`src/rtl/jmbl_pair_counter_gen.sv`:
```
// rtl/jmbl_pair_counter_gen.sv - lockstep x/y counter pair with hold/wrap/bounce end-of-range modes
//
// Purpose:
//   Two W-bit counters x and y that always move by the same delta, so that
//   (x - y) mod 2^W never changes. Counting runs up by a selectable step until
//   x reaches LIMIT. What happens next depends on MODE:
//     0 hold   : park in HOLD with done high until reset
//     1 wrap   : reload the initial values and pulse done for one cycle
//     2 bounce : pulse done, count back down to X_INIT, then count up again
//
// Ports:
//   clk      in   rising-edge clock for all state
//   rst      in   synchronous reset, active-low, overrides everything
//   en       in   advance enable; low freezes x, y and state
//   selector in   step select: 0 -> STEP_A, 1 -> STEP_B
//   x        out  counter x (registered)
//   y        out  counter y (registered)
//   state    out  FSM state: 00 RUN_UP, 01 RUN_DOWN, 10 HOLD
//   done     out  end-of-range indication (registered)

module jmbl_pair_counter_gen #(
  parameter int W      = 11,
  parameter int X_INIT = 2,
  parameter int Y_INIT = 1,
  parameter int STEP_A = 2,
  parameter int STEP_B = 1,
  parameter int LIMIT  = 200,
  parameter int MODE   = 0
) (
  input  logic         clk,
  input  logic         rst,
  input  logic         en,
  input  logic         selector,
  output logic [W-1:0] x,
  output logic [W-1:0] y,
  output logic [1:0]   state,
  output logic         done
);

  typedef enum logic [1:0] {
    RUN_UP   = 2'b00,
    RUN_DOWN = 2'b01,
    HOLD     = 2'b10,
    UNUSED   = 2'b11
  } state_t;

  localparam logic [W-1:0] X0      = W'(X_INIT);
  localparam logic [W-1:0] Y0      = W'(Y_INIT);
  localparam logic [W-1:0] STEP_AW = W'(STEP_A);
  localparam logic [W-1:0] STEP_BW = W'(STEP_B);
  localparam logic [W-1:0] LIMIT_W = W'(LIMIT);

  state_t       cur;
  logic [W-1:0] step;
  logic [W-1:0] room;
  logic [W-1:0] down_delta;

  assign state = cur;
  assign step  = selector ? STEP_BW : STEP_AW;

  // Distance left to X_INIT while counting down; the down step is clamped to it
  // so x lands exactly on X_INIT instead of undershooting.
  assign room       = x - X0;
  assign down_delta = (step < room) ? step : room;

  always_ff @(posedge clk) begin
    if (!rst) begin
      x    <= X0;
      y    <= Y0;
      cur  <= RUN_UP;
      done <= 1'b0;
    end else begin
      // Level part of done: high only while parked in HOLD. The one-cycle
      // pulses for wrap and bounce override this below.
      done <= (cur == HOLD);
      case (cur)
        RUN_UP: begin
          if (en) begin
            if (x < LIMIT_W) begin
              x <= x + step;
              y <= y + step;
            end else if (MODE == 1) begin
              x    <= X0;
              y    <= Y0;
              done <= 1'b1;
            end else if (MODE == 2) begin
              cur  <= RUN_DOWN;
              done <= 1'b1;
            end else begin
              cur  <= HOLD;
              done <= 1'b1;
            end
          end
        end
        RUN_DOWN: begin
          if (en) begin
            if (x > X0) begin
              x <= x - down_delta;
              y <= y - down_delta;
            end else begin
              cur <= RUN_UP;
            end
          end
        end
        HOLD: begin
          // Absorbing: only reset leaves this state.
        end
        default: begin
          // Unused encoding recovers to RUN_UP without touching the counters.
          cur  <= RUN_UP;
          done <= 1'b0;
        end
      endcase
    end
  end

endmodule

```
`config.mk`:
```
export PLATFORM = sky130hd
export DESIGN_NAME = jmbl_pair_counter_gen
export DESIGN_NICKNAME = d
export VERILOG_FILES = /design/src/rtl/jmbl_pair_counter_gen.sv
export SDC_FILE = /design/constraint.sdc
export NUM_CORES = 1
export LEC_CHECK = 0
export CORE_MARGIN = 5
export CORE_UTILIZATION = 40
export DETAILED_ROUTE_END_ITERATION = 16
export GPL_TIMING_DRIVEN = 0
export PLACE_DENSITY = 0.68
export SLEW_MARGIN = 20
export SYNTH_ARGS = -nofsm -noshare
export SYNTH_HDL_FRONTEND = slang
export SYNTH_SLANG_ARGS = --single-unit
```
`constraint.sdc`:
```
create_clock -name clk -period 2 [get_ports clk]
set_clock_uncertainty 0.15 [all_clocks]
set_input_delay 0.4 -clock clk [delete_from_list [all_inputs] [get_ports clk]]
set_output_delay 0.4 -clock clk [all_outputs]
set_load 0.01 [all_outputs]
```
==> flow_metrics.env, run 1 <==
export IMPL_synth_edff_count=0
export IMPL_power_density_mw_per_mm2=561
export IMPL_via_per_inst=5.45
export IMPL_synth_xor_area_share_pct=4.01
export IMPL_drv_slew=0
export IMPL_fin_crit_sh_pct=95.3
export IMPL_setup_viol=0
export IMPL_finish_net_count=162
export IMPL_syn_area_sq_mm=0.00109
export IMPL_track_usage_pct=14.1
export IMPL_antenna_found_initial=0
export IMPL_clock_fmax_ghz=0.525
export IMPL_grt_pass1_vias=1010
export IMPL_drc=0
export IMPL_drt_iter0_drc=16
export IMPL_drtAntennaViolNets=0
export IMPL_critPathLaunchType="register"
export IMPL_cts_tree="built"
export IMPL_wl_microns=2690
export IMPL_clk_pin_slew_ns=0.13
export IMPL_die_area_sq_mm=0.00387
export IMPL_synth_mux_area_share_pct=2.75
export IMPL_cp_top_family="buffers and inverters"
export IMPL_synthArstFlopShare_pct=0
export IMPL_rsz0062_at_grt="false"
export IMPL_crit_type="register to output pin"
export IMPL_cp_num_buf_inv=1
export IMPL_crit_path_cell_trace="clkdlybuf4s50_1"
export IMPL_yosys_most_used_dff="dfxtp_1"
export IMPL_holdWs_ns=0.359
export IMPL_place_ws_ns=-0.423
export IMPL_grt_ovfl_total=0
export IMPL_max_stage_delay_ns=0.58
export IMPL_design_portCount=29
export IMPL_drtPass1Iterations=4
export IMPL_place_gp_congestion=0.781
export IMPL_clk_latency_ns=0.31
export IMPL_synth_fa_ha_area_share_pct=4.59
export IMPL_slew_limit_headroom_pct=64.4
export IMPL_postLayoutCellArea_sq_mm=0.00148
export IMPL_leakage_nw=0.549
export IMPL_die_h_microns=62.2
export IMPL_vdd_drop_max_mv=0.382
export IMPL_cts_buffers=3
export IMPL_grt_max_degree=13
export IMPL_grt_pass1_wl_microns=4560
export IMPL_io_buffer_count=26
export IMPL_rows=19
export IMPL_clk_path_buf_depth=2
export IMPL_min_period_ns=1.91
export IMPL_core_area_sq_mm=0.00269
export IMPL_synthSimpleGateAreaFrac_pct=25.2
export IMPL_status="complete, no violations"
export IMPL_synth_cell_types=30
export IMPL_synth_top_family_by_area="simple AND/OR/NAND/NOR gates"
export IMPL_synth_seq_cells=24
export IMPL_place_area_sq_mm=0.00139
export IMPL_critPathMaxFanout=6
export IMPL_utilization_pct=55.2
export IMPL_syn_to_final_growth_pct=35.9
export IMPL_r2r_slack_ns=0.11
export IMPL_h_tree_depth=1
export IMPL_setup_tns_ns=0
export IMPL_worst_pin_slew_ns=0.534
export IMPL_clockRootBuffer="clkbuf_4"
export IMPL_avgSynthCellArea_sq_um=9.33
export IMPL_fp_dieW_microns=62.2
export IMPL_crit_path_end_kind="output pin"
export IMPL_hold_viol=0
export IMPL_synth_compound_area_share_pct=14.9
export IMPL_wl_per_cell_microns=14.7
export IMPL_slowest_stage="clkdlybuf4s50_1"
export IMPL_cap_viol_max_count=0
export IMPL_cp_arrival_ns=1.36
export IMPL_synth_fp_nets=125
export IMPL_setup_ws_ns=0.0940
export IMPL_dp_hpwl_microns=1830
export IMPL_numClockSinks=24
export IMPL_worstPathRequired_ns=1.45
export IMPL_drive_above_1_share_pct=15.1
export IMPL_synthCells=117
export IMPL_yosys_warnings=0
export IMPL_num_vias=998
export IMPL_hp_class="register to register"
export IMPL_ys_seq_area_share_pct=44.0
export IMPL_n_antenna_cell=0
export IMPL_start_util_pct=40.6
==> through the flow <==
step	power, W	cells
after global routing	0.000878	183
final	0.000831	183
after CTS	0.000832	182
after floorplan	0.000573	117
after detailed placement	0.000620	174
after global placement	0.000617	174
==> worst paths after layout <==
kind	startpoint	end	cells past startpoint
setup / recovery	x[5]$_SDFFE_PN0P_	x[5]	1
hold / removal	x[0]$_SDFFE_PN0P_	x[0]$_SDFFE_PN0P_	2
setup reg to reg	x[5]$_SDFFE_PN0P_	y[9]$_SDFFE_PN0P_	5
hold reg to reg	x[0]$_SDFFE_PN0P_	x[0]$_SDFFE_PN0P_	2
==> cell families after synthesis <==
logic type,count (synthesis)
simple gates,45
flops,24
xor+xnor,5
fa+ha+maj,4
other cells,1
buf+inv,11
mux,3
compound gates,24
==> timing repair <==
item,in CTS,in global routing
hold buffers,0,0
endpoints found under the setup margin,14,5
buffers inserted,5,1
pin swaps,3,1
endpoints found under the hold margin,0,0
cloned,0,0
resized for setup,5,7
==> registers in the layout, indices dropped and copies added, names as in the netlist <==
name	count
x	11
y	11
state	1
done	1
==> where the power goes <==
part	switching (W)	internal, W	leakage [nW]
clock network	0.000148	0.0000705	0.0138
registers	0.0000143	0.000493	0.196
logic	0.0000552	0.0000502	0.339
==> cell type report <==
cell class	instances	area, sq um
repair buffers	32	304
fillers	270	1200
multi-input cells	82	586
inverters	6	22.5
well taps	31	38.8
plain buffers	5	23.8
flip-flops and latches	24	485
clock buffers	3	22.5
==> routing by layer <==
metal,GRT usage (%),vias up,share of wire [%]
met2,23.7,24,48
met4,6.23,0,0.93
li1,-,496,-
met3,2.88,4,3.8
met1,17.3,474,47
met5,0,-,0
==> placed cells by master (no fill, tap or decap), drive strengths merged, types with 6 or more instances in the layout <==
master	instances
clkdlybuf4s50	25
a21oi	10
clkbuf	7
dfxtp	24
nor2	6
buf	7
inv	6
nand2	10
==> Yosys cell counts, types with 4 or more instances <==
master	count	area, sq um
o21ai_0	5	25.0
ha_1	4	50.1
nor2_1	6	22.5
inv_1	6	22.5
dfxtp_1	24	480
clkbuf_1	4	15.0
o31ai_1	5	37.5
and2_1	4	25.0
or4_1	5	37.5
a21oi_1	10	50.1
nand4_1	5	31.3
xor2_1	4	35.0
nand2_1	10	37.5
Note: power is estimated with default switching activity, not from simulation.
==> run 2: changes to the inputs <==
MAX_ROUTING_LAYER = met4   (was default)
PLACE_DENSITY = 0.8   (was 0.68)
==> flow_metrics.env, run 2 (same netlist as run 1, synthesis figures left out) <==
export IMPL_core_area_sq_mm=0.00269
export IMPL_reg2reg_depth=4
export IMPL_n_antenna_cell=0
export IMPL_clockRootBuffer="clkbuf_4"
export IMPL_fin_crit_sh_pct=97.2
export IMPL_worstPathRequired_ns=1.45
export IMPL_cts_buffers=3
export IMPL_rows=19
export IMPL_highest_layer="met4"
export IMPL_drtAntennaViolNets=0
export IMPL_setup_viol=0
export IMPL_critPathMaxFanout=5
export IMPL_postLayoutCellArea_sq_mm=0.00152
export IMPL_dr_wl_met2_microns=1340
export IMPL_finish_net_count=161
export IMPL_final_cell_count_no_fill=183
export IMPL_syn_to_final_growth_pct=39.0
export IMPL_num_vias=981
export IMPL_via_per_inst=5.36
export IMPL_mostFrequentLayoutCells="clkdlybuf4s50_1 (25), dfxtp_1 (20), nand2_1 (9)"
export IMPL_drv_slew=0
export IMPL_worst_pin_slew_ns=0.493
export IMPL_die_area_sq_mm=0.00387
export IMPL_hp_class="input pin to register"
export IMPL_crit_path_end_kind="output pin"
export IMPL_slew_limit_headroom_pct=66.8
export IMPL_vdd_drop_max_mv=0.450
export IMPL_clk_pin_slew_ns=0.13
export IMPL_hold_depth=3
export IMPL_die_h_microns=62.2
export IMPL_worstReg2RegStart="x[8]$_SDFFE_PN0P_"
export IMPL_min_period_ns=1.94
export IMPL_grt_pass1_vias=988
export IMPL_reg_largest_list="x (11), y (11)"
export IMPL_crit_path_cell_trace="clkdlybuf4s50_1"
export IMPL_slowest_stage="clkdlybuf4s50_1"
export IMPL_cp_num_buf_inv=1
export IMPL_h_tree_depth=1
export IMPL_holdBufCountCts=0
export IMPL_max_stage_delay_ns=0.59
export IMPL_utilization_pct=56.5
export IMPL_fp_dieW_microns=62.2
export IMPL_place_area_sq_mm=0.00139
export IMPL_hold_viol=0
export IMPL_leakage_nw=0.561
export IMPL_design_portCount=29
export IMPL_numClockSinks=24
export IMPL_final_common_cell="clkdlybuf4s50_1"
export IMPL_min_to="y[0]$_SDFFE_PN1P_"
export IMPL_grt_pass1_wl_microns=4490
export IMPL_dp_cells=174
export IMPL_wirelength_met1_microns=1150
export IMPL_drt_iter0_drc=23
export IMPL_clock_fmax_ghz=0.515
export IMPL_start_util_pct=40.6
export IMPL_antenna_found_initial=0
export IMPL_rr_endpoint="x[5]$_SDFFE_PN0P_"
export IMPL_clk_latency_ns=0.33
export IMPL_drive_above_1_share_pct=19.1
export IMPL_io_buffer_count=26
export IMPL_cts_tree="built"
export IMPL_min_from="selector"
export IMPL_clk_path_buf_depth=2
export IMPL_setup_tns_ns=0
export IMPL_holdWs_ns=0.321
export IMPL_place_gp_congestion=0.808
export IMPL_critPathLaunchType="register"
export IMPL_power_density_mw_per_mm2=578
export IMPL_r2r_slack_ns=0.07
export IMPL_cp_arrival_ns=1.39
export IMPL_grt_max_degree=14
export IMPL_cap_viol_max_count=0
export IMPL_track_usage_pct=14.4
export IMPL_drc=0
export IMPL_crit_type="register to output pin"
export IMPL_grt_ovfl_total=0
export IMPL_wl_microns=2660
export IMPL_wl_per_cell_microns=14.5
export IMPL_drtPass1Iterations=4
export IMPL_status="complete, no violations"
export IMPL_wl_met3_microns=113
export IMPL_cp_top_family="buffers and inverters"
export IMPL_dp_hpwl_microns=1840
[run 2: worst max path at each step]
stage | from | to | slack [ns] | cells after the start
after global routing | x[8]$_SDFFE_PN0P_ | x[5]$_SDFFE_PN0P_ | -0.04 | 4
after detailed placement | selector | y[10]$_SDFFE_PN0P_ | -0.43 | 8
after global placement | selector | y[10]$_SDFFE_PN0P_ | -0.36 | 8
after floorplan | y[0]$_SDFFE_PN1P_ | y[10]$_SDFFE_PN0P_ | 0.12 | 8
final | x[4]$_SDFFE_PN0P_ | x[4] | 0.06 | 1
after CTS | selector | y[8]$_SDFFE_PN0P_ | 0.01 | 8
[run 2: area by class of cell]
type,instances,area [sq um]
Multi-Input combinational cell,82,609
Fill cell,253,1170
Inverter,6,22.5
Clock buffer,4,36.3
Tap cell,31,38.8
Buffer,5,23.8
Sequential cell,24,485
Timing Repair Buffer,31,300
[run 2: repair_timing]
item | 4_1_cts | 5_1_grt
endpoints found under the setup margin | 8 | 8
buffers inserted | 4 | 1
pin swaps | 4 | 3
gates resized for setup | 4 | 15
[run 2: power breakdown]
part / total [W] / internal [W] / switching [W]
Combinational: 0.000108 / 0.0000526 / 0.0000558
Sequential: 0.000507 / 0.000492 / 0.0000152
Clock: 0.000261 / 0.000112 / 0.000149
Total: 0.000877 / 0.000656 / 0.000221
[run 2: layer usage]
metal | vias up | global-route usage, %
li1 | 493 | -
met1 | 463 | 16.4
met2 | 20 | 23.6
met3 | 5 | 3.78
met4 | 0 | 6.50
met5 | - | -
[run 2: through the flow]
step	total power, W	setup slack, ns
finish	0.000877	0.0569
global route	0.000921	-0.0414
CTS	0.000884	0.0135
detailed placement	0.000620	-0.426
global placement	0.000616	-0.361
floorplan	0.000573	0.116
